`src/rtl/norm_shift_ctrl.sv`:
```
// Mantissa normalisation sequencer that drives an external universal shift register.
// Optional sticky-bit tracking on the carry downshift is enabled by defining NORM_STICKY_EN.
module norm_shift_ctrl #(
  parameter int unsigned C_NUM_BITS = 24,
  parameter int unsigned C_EXP_BITS = 8,
  localparam int unsigned C_SHAMT_BITS = $clog2(C_NUM_BITS) + 1
) (
  input  logic                    i_ck,
  input  logic                    i_rst,
  input  logic                    i_in_valid,
  output logic                    o_in_ready,
  input  logic [C_NUM_BITS-1:0]   i_mant,
  input  logic [C_EXP_BITS-1:0]   i_exp,
  input  logic                    i_carry,
  output logic                    o_sr_s0,
  output logic                    o_sr_s1,
  output logic                    o_sr_sri,
  output logic                    o_sr_sli,
  output logic [C_NUM_BITS-1:0]   o_sr_d,
  input  logic [C_NUM_BITS-1:0]   i_sr_q,
  output logic                    o_out_valid,
  input  logic                    i_out_ready,
  output logic [C_EXP_BITS-1:0]   o_exp_out,
  output logic [C_SHAMT_BITS-1:0] o_shamt,
  output logic                    o_zero,
  output logic                    o_underflow,
  output logic                    o_overflow,
  output logic                    o_sticky
);

  localparam logic [C_EXP_BITS-1:0]   C_EXP_ONE   = C_EXP_BITS'(1);
  localparam logic [C_EXP_BITS-1:0]   C_EXP_MAX   = '1;
  localparam logic [C_SHAMT_BITS-1:0] C_SHAMT_ONE = C_SHAMT_BITS'(1);

  typedef enum logic [1:0] {StIdle, StNorm, StDone} state_e;

  state_e                  r_state;
  state_e                  w_state_nxt;
  logic [C_EXP_BITS-1:0]   r_exp;
  logic [C_SHAMT_BITS-1:0] r_shamt;
  logic                    r_carry;
  logic                    r_zero;
  logic                    r_underflow;
  logic                    r_overflow;

  logic w_accept;
  logic w_q_zero;
  logic w_in_norm;
  logic w_do_down;
  logic w_do_zero;
  logic w_do_msb;
  logic w_do_uflow;
  logic w_do_up;

  // Accept is blocked while reset is held so the register is never loaded during reset.
  assign w_accept  = (r_state == StIdle) && i_in_valid && !i_rst;
  assign w_q_zero  = (i_sr_q == '0);
  assign w_in_norm = (r_state == StNorm);

  // NORM decisions in priority order; exactly one is active per NORM cycle.
  assign w_do_down  = w_in_norm && r_carry;
  assign w_do_zero  = w_in_norm && !r_carry && w_q_zero;
  assign w_do_msb   = w_in_norm && !r_carry && !w_q_zero && i_sr_q[C_NUM_BITS-1];
  assign w_do_uflow = w_in_norm && !r_carry && !w_q_zero && !i_sr_q[C_NUM_BITS-1]
                      && (r_exp == '0);
  assign w_do_up    = w_in_norm && !r_carry && !w_q_zero && !i_sr_q[C_NUM_BITS-1]
                      && (r_exp != '0);

  // State register
  always_ff @(posedge i_ck or posedge i_rst) begin
    if (i_rst) begin
      r_state <= StIdle;
    end else begin
      r_state <= w_state_nxt;
    end
  end

  // Next-state logic
  always_comb begin
    w_state_nxt = r_state;
    case (r_state)
      StIdle: begin
        if (w_accept) w_state_nxt = StNorm;
      end
      StNorm: begin
        if (w_do_zero || w_do_msb || w_do_uflow) w_state_nxt = StDone;
      end
      StDone: begin
        if (i_out_ready) w_state_nxt = StIdle;
      end
      default: w_state_nxt = StIdle;
    endcase
  end

  // Exponent, shift count and flags; all hold outside NORM until the next accept.
  always_ff @(posedge i_ck or posedge i_rst) begin
    if (i_rst) begin
      r_exp       <= '0;
      r_shamt     <= '0;
      r_carry     <= 1'b0;
      r_zero      <= 1'b0;
      r_underflow <= 1'b0;
      r_overflow  <= 1'b0;
    end else if (w_accept) begin
      r_exp       <= i_exp;
      r_shamt     <= '0;
      r_carry     <= i_carry;
      r_zero      <= 1'b0;
      r_underflow <= 1'b0;
      r_overflow  <= 1'b0;
    end else begin
      if (w_do_down) begin
        r_carry <= 1'b0;
        if (r_exp == C_EXP_MAX) begin
          r_overflow <= 1'b1;
        end else begin
          r_exp <= r_exp + C_EXP_ONE;
        end
      end
      if (w_do_zero) begin
        r_zero <= 1'b1;
        r_exp  <= '0;
      end
      if (w_do_uflow) begin
        r_underflow <= 1'b1;
      end
      if (w_do_up) begin
        r_exp   <= r_exp - C_EXP_ONE;
        r_shamt <= r_shamt + C_SHAMT_ONE;
      end
    end
  end

`ifdef NORM_STICKY_EN
  logic r_sticky;

  // The bit leaving Q[0] during the carry downshift is lost.
  always_ff @(posedge i_ck or posedge i_rst) begin
    if (i_rst) begin
      r_sticky <= 1'b0;
    end else if (w_accept) begin
      r_sticky <= 1'b0;
    end else if (w_do_down && i_sr_q[0]) begin
      r_sticky <= 1'b1;
    end
  end

  assign o_sticky = r_sticky;
`else
  assign o_sticky = 1'b0;
`endif

  // Output logic; mode encoding (S0,S1): 00 hold, 01 down, 10 up, 11 load.
  always_comb begin
    o_sr_s0     = 1'b0;
    o_sr_s1     = 1'b0;
    o_sr_sli    = 1'b0;
    o_in_ready  = 1'b0;
    o_out_valid = 1'b0;
    case (r_state)
      StIdle: begin
        o_in_ready = !i_rst;
        if (w_accept) begin
          o_sr_s0 = 1'b1;
          o_sr_s1 = 1'b1;
        end
      end
      StNorm: begin
        if (w_do_down) begin
          o_sr_s1  = 1'b1;
          o_sr_sli = 1'b1;
        end else if (w_do_up) begin
          o_sr_s0 = 1'b1;
        end
      end
      StDone: begin
        o_out_valid = 1'b1;
      end
      default: begin
        o_out_valid = 1'b0;
      end
    endcase
  end

  assign o_sr_sri    = 1'b0;
  assign o_sr_d      = i_mant;
  assign o_exp_out   = r_exp;
  assign o_shamt     = r_shamt;
  assign o_zero      = r_zero;
  assign o_underflow = r_underflow;
  assign o_overflow  = r_overflow;

endmodule

```
`config.mk`:
```
export PLATFORM = sky130hd
export DESIGN_NAME = norm_shift_ctrl
export DESIGN_NICKNAME = d
export VERILOG_FILES = /design/src/rtl/norm_shift_ctrl.sv
export SDC_FILE = /design/constraint.sdc
export NUM_CORES = 1
export LEC_CHECK = 0
export CORE_MARGIN = 2
export CORE_UTILIZATION = 40
export CTS_CLUSTER_SIZE = 24
export DETAILED_ROUTE_END_ITERATION = 12
export DONT_BUFFER_PORTS = 1
export PLACE_DENSITY = 0.57
export SETUP_SLACK_MARGIN = 0.1
export SYNTH_ARGS = -nofsm -noshare
export SYNTH_HDL_FRONTEND = slang
export SYNTH_SLANG_ARGS = --single-unit
```
`constraint.sdc`:
```
create_clock -name i_ck -period 2.66 [get_ports i_ck]
set_input_delay 0.266 -clock i_ck [delete_from_list [all_inputs] [get_ports i_ck]]
set_output_delay 0.266 -clock i_ck [all_outputs]
set_load 0.02 [all_outputs]
```
==> impl_metrics.toml, run 1 <==
[run_status]
status = "finished, final reports clean"

[cts]
clkSinkCount = 20
postCtsHoldBufs = 0
cts_tree = "done"
cts_buffer_depth = 2
h-tree-depth = 1
cts_setup_buffers = 0
root_buffer = "clkbuf_8"
clock_latency_ns = 0.26
cts.clk_slew.worst_paths_ns = 0.08
cts_buffers = 3
cts-resized-gates = 0

[sta]
fmax_mhz = 421
rsz0062_at_grt = "false"
maxSlewViolCount = 0
tightestPinTransition_ns = 0.785
period_share = 0.893
setup_tns_ns = 0
finalHoldViolations = 0
min_period_ns = 2.38
fin_worst_skew_ns = 0.00273
finalSetupViolations = 0
maxSlewHeadroom = 0.476

[pwr]
worst_ir_drop_vdd_mv = 0.311
leakage_nw = 0.691
p_total_mw = 1.91
p_per_area_nw_per_um2 = 1120

[synth]
synth_top_flop_cell = "dfrtp_1"
synth.area.top_cells = "dfrtp_1 (29%), buf_4 (11%), nand2_1 (4.3%)"
syn_avg_cell_area_um2 = 8.20
synth_top_area_cell = "dfrtp_1"
yosys.area_share.adder = 0.0215
ys_seq_area_frac = 0.287
syn_area_um2 = 1750
synth-compound-area-share = 0.235
syn_inst = 213
synthDominantCellAreaShare = 0.287
synth_edf_count = 0
yosys_warnings = 0
synth_top_family_by_area = "compound AO/OA/AOI/OAI gates"
synth_xor_area_frac = 0.0251
ys_ff_latch = 20
async_reset_ff_frac = 1.00
muxShareOfSynthArea = 0.0236
synth-simple-area-share = 0.232
synth_cell_types = 53

[critical_path]
crit_path_max_fanout = 11
crit_required_ns = 2.86
slowest_stage = "o31ai_2"
crit_type = "register to register"
path_delay_family = "simple AND/OR/NAND/NOR gates"
crit_path_end_kind = "register"
crit_cells = 4
worst-path-buf-inv = 0
critPathMaxStageDelay_ns = 0.65
path_cells = "or3b_2 -> o31ai_2 -> or2_1 -> a32o_1"
start_kind = "register"
reg2reg_depth = 4
crit_arrival_ns = 2.58

[global_routing]
met2_usage = 0.276
grt_pass1_vias = 1426
grt_util_met3 = 0.0534
grt_pass1_wl_um = 7420
grt_use_total = 0.185
grt_busiest_layer = "met2"
antenna_found_initial = 0
grt_overflow = 0
grtUsageMet1 = 0.266
grt_max_degree = 21

[drt]
drt-wirelength-per-cell_um = 18.1
ant_nets = 0
drtPass1Iterations = 4
postRouteWirelength_um = 4470
drt_iter0_markers = 109
vias = 1522
viasPerCell = 6.16
route.detailed.drc = 0

[final_layout]
antenna_cells = 0
fillers = 464
layout-drive-gt1-share = 0.154
nNetsFinal = 260
area_growth_pct = -1.93
layoutNonFillerInstCount = 247

[place]
io_buffers = 0
place.gp.congestion = 0.861
detailed_place_hpwl_um = 3430
placedCellCount = 243

[die]
io_pins = 109
start_util = 0.407
rows = 24
dieHeight_um = 70.1
core_area_um2 = 4290
die_w_um = 70.1
die_area_um2 = 4910

[run]
maxCapViolations = 0

[hold_path]
min_path_type = "primary input to asynchronous set/reset pin"
## sequential cells by signal, indices dropped and copies added, names as in the netlist
signal	flops
o_exp_out	8
o_overflow	1
o_shamt	6
o_underflow	1
o_zero	1
r_carry	1
r_state	2
## cell type report
cell class | instances | area, um^2 | share of cell area
tap | 52 | 65.1 | 0.0380
clock buffer | 4 | 55.1 | 0.0321
sequential | 20 | 500 | 0.292
inverter | 11 | 41.3 | 0.0241
timing repair buffer | 14 | 105 | 0.0614
multi-input combinational | 146 | 946 | 0.552
## synthesized netlist by cell type (all sizes together), types with 2 or more instances
library cell	number
buf	32
dfrtp	20
nand2	20
o21ai	12
a21oi	11
inv	11
nor2	11
nor4	8
o211ai	8
a31oi	6
nor3	6
clkbuf	5
nand3	5
o22ai	5
or3	5
o32ai	4
xor2	4
ha	3
mux2i	3
nand2b	3
a211oi	2
and3	2
nand4	2
nor2b	2
o31ai	2
or2	2
or3b	2
## cells in the final DEF (no fill, tap or decap), drive strengths merged, types with 2 or more instances in the layout
cell,instances
a31oi,6
nand2,20
nand4,2
nor2b,2
buf,14
a21oi,11
nor3,6
inv,11
nor4,8
o32ai,4
nand3,5
clkbuf,4
and3,2
nor2,11
o31ai,2
o21ai,12
or2,2
o22ai,5
ha,3
a211oi,2
nand2b,3
o211ai,8
or3b,2
mux2i,3
or3,5
dfrtp,20
conb,2
xor2,4
## routing by layer
| metal | part of all wire | up-vias |
|---|---|---|
| li1 | - | 715 |
| met1 | 0.45 | 738 |
| met2 | 0.47 | 65 |
| met3 | 0.076 | 4 |
| met4 | 0.0081 | 0 |
| met5 | 0 | - |
## where the power goes
| part | total, mW | internal, mW | switching (mW) | leakage [nW] |
|---|---|---|---|---|
| clock network | 0.238 | 0.132 | 0.106 | 0.0288 |
| logic | 1.09 | 0.435 | 0.657 | 0.407 |
| registers | 0.585 | 0.402 | 0.183 | 0.256 |
| total | 1.91 | 0.969 | 0.946 | 0.691 |
## kinds of logic after synthesis
logic type / count (synthesis)
AND/OR/NAND/NOR: 73
AO/OA/AOI/OAI: 59
buffers and inverters: 48
flip-flops: 20
XOR/XNOR: 5
multiplexers: 4
adder cells (fa/ha/maj): 3
other: 1
## through the flow
step	area (um^2)	hold WS, ns	setup slack (ns)	utilization
final	1710	0.0316	0.284	0.399
after global placement	1660	0.349	0.377	0.386
after detailed placement	1660	0.364	0.335	0.386
after CTS	1710	0.0736	0.311	0.399
after global routing	1710	0.102	0.159	0.399
after floorplan	1750	0.230	0.502	-
## worst register-to-register path: stages (launching register included)
cell	delay, ns
dfrtp_1	0.46
or3b_2	0.57
o31ai_2	0.65
or2_1	0.41
a32o_1	0.22
## final timing paths
path	start	to	slack, ns
worst min-delay path	i_rst	r_state[0]	0.03
worst min register to register	o_shamt[5]	o_shamt[5]	0.63
worst max register to register	r_state[1]	o_exp_out[4]	0.28
min in group i_ck	i_carry	r_carry	0.11
worst max-delay path	r_state[1]	o_exp_out[4]	0.28
max in group asynchronous	i_rst	o_exp_out[3]	2.14
Note: power is estimated with default switching activity, not from simulation.
==> run 2: changes to the inputs <==
==> constraint.sdc (replaced) <==
create_clock -name i_ck -period 2.6 [get_ports i_ck]
set_input_delay 0.26 -clock i_ck [delete_from_list [all_inputs] [get_ports i_ck]]
set_output_delay 0.26 -clock i_ck [all_outputs]
set_load 0.02 [all_outputs]
==> run 2 against run 1 <==
Net effect:
- clock skew rose by 0.0031 ns
- largest power group unchanged
- global-route usage rose by 0.37 points
- cell area rose by 1.4%
- power rose by 4.4%
- critical endpoint is now o_sr_s0
- wire length rose by 2.3%
- non-clock buffer count rose by 2
- via count fell by 0.33%
==> impl_metrics.toml, run 2 (synthesis results as in run 1) <==
[run_status]
status = "finished, final reports clean"

[pwr]
p_total_mw = 2.00
leakage_nw = 0.701
p_per_area_nw_per_um2 = 1150
worst_ir_drop_vdd_mv = 0.365

[sta]
fmax_mhz = 429
setup_tns_ns = 0
rsz0062_at_grt = "false"
min_period_ns = 2.33
period_share = 0.897
finalHoldViolations = 0
finalSetupViolations = 0
setup_slack_ns = 0.267
maxSlewHeadroom = 0.456
fin_worst_skew_ns = 0.00581
tightestPinTransition_ns = 0.815
maxSlewViolCount = 0

[cts]
h-tree-depth = 1
root_buffer = "clkbuf_8"
cts_buffer_depth = 2
cts_setup_buffers = 0
cts_tree = "done"
clock_latency_ns = 0.27
cts_buffers = 3
cts.clk_slew.worst_paths_ns = 0.09
clkSinkCount = 20

[final_layout]
area_growth_pct = -0.573
largest_reg_flops = 8
final_cell_mix = "nand2_1 (20), dfrtp_1 (20), buf_4 (16)"
nNetsFinal = 262
antenna_cells = 0
layout-drive-gt1-share = 0.162

[global_routing]
grt_max_degree = 21
grt_use_total = 0.189
antenna_found_initial = 0
grt_overflow = 0
grt_pass1_vias = 1503
grt_pass1_wl_um = 7440

[drt]
viasPerCell = 6.09
drt_iter0_markers = 98
postRouteWirelength_um = 4570
route.detailed.drc = 0
ant_nets = 0
drtPass1Iterations = 4
vias = 1517
drt-wirelength-per-cell_um = 18.4

[critical_path]
slowest_stage = "dfrtp_1"
crit_arrival_ns = 2.07
critPathMaxStageDelay_ns = 0.51
path_delay_family = "simple AND/OR/NAND/NOR gates"
crit_required_ns = 2.34
path_cells = "buf_4 -> nor3b_1 -> a21boi_2 -> o21ai_1 -> nand2_1"
crit_path_end_kind = "output pin"
worst-path-buf-inv = 1
start_kind = "register"
crit_path_max_fanout = 7
crit_type = "register to output pin"

[die]
start_util = 0.407
io_pins = 109
dieHeight_um = 70.1
rows = 24
die_area_um2 = 4910
core_area_um2 = 4290
die_w_um = 70.1

[place]
detailed_place_hpwl_um = 3420
dpl_worst_slack_ns = 0.270
io_buffers = 0
place.gp.congestion = 0.840

[hold_path]
min_path_type = "primary input to asynchronous set/reset pin"

[run]
maxCapViolations = 0
[run 2: cell count changes in the layout (fill, tap and decap cells not counted), sizes merged]
cell  change
buf       +2
[run 2: worst register-to-register path, stage by stage (launching register included)]
cell and delay (ns):
dfrtp_1 0.38, inv_1 0.06, ha_1 0.22, or3b_4 0.44
o21ai_4 0.24, o31ai_4 0.17, or2_1 0.39, a32o_1 0.26
[run 2: final timing paths]
kind                       slack (ns)  depth (start not counted)           end         start
setup reg to reg                 0.34                          7  o_exp_out[4]  o_exp_out[0]
min in group i_ck                0.10                          2       r_carry       i_carry
max in group asynchronous        2.06                          1    o_shamt[5]         i_rst
hold / removal                   0.03                          1  o_exp_out[2]         i_rst
hold reg to reg                  0.63                          1    o_shamt[5]    o_shamt[5]
setup / recovery                 0.27                          5       o_sr_s0  o_exp_out[2]
[run 2: layer usage]
layer,vias up,global-route usage,part of all wire
li1,716,-,-
met1,738,0.252,0.46
met2,58,0.302,0.47
met3,5,0.0534,0.067
met4,0,0.0491,0.0079
met5,-,0,0
[run 2: area by class of cell]
class | count | area (um^2)
multi-input combinational | 146 | 955
fill | 462 | 2560
timing repair buffer | 16 | 120
sequential | 20 | 500
inverter | 11 | 41.3
tap | 52 | 65.1
clock buffer | 4 | 55.1
[run 2: stage by stage]
| step | hold slack (ns) | util | area (um^2) | instances |
|---|---|---|---|---|
| 6_report | 0.0337 | 0.404 | 1740 | 249 |
| 5_1_grt | 0.115 | 0.404 | 1740 | 249 |
| 4_1_cts | 0.0724 | 0.402 | 1730 | 249 |
| 3_5_place_dp | 0.368 | 0.390 | 1670 | 245 |
| 3_3_place_gp | 0.357 | 0.390 | 1670 | 245 |
| 2_1_floorplan | 0.224 | - | 1750 | 214 |
[run 2: timing repair]
item / in CTS / in global routing
hold buffers: 0 / 0
endpoints found under the setup margin: 0 / 2
resized for setup: 0 / 1
[run 2: where the power goes]
group | leakage, nW | internal (mW) | switching [mW] | total (mW)
logic | 0.417 | 0.471 | 0.718 | 1.19
clock network | 0.0288 | 0.135 | 0.118 | 0.254
registers | 0.256 | 0.412 | 0.145 | 0.557
total | 0.701 | 1.02 | 0.982 | 2.00
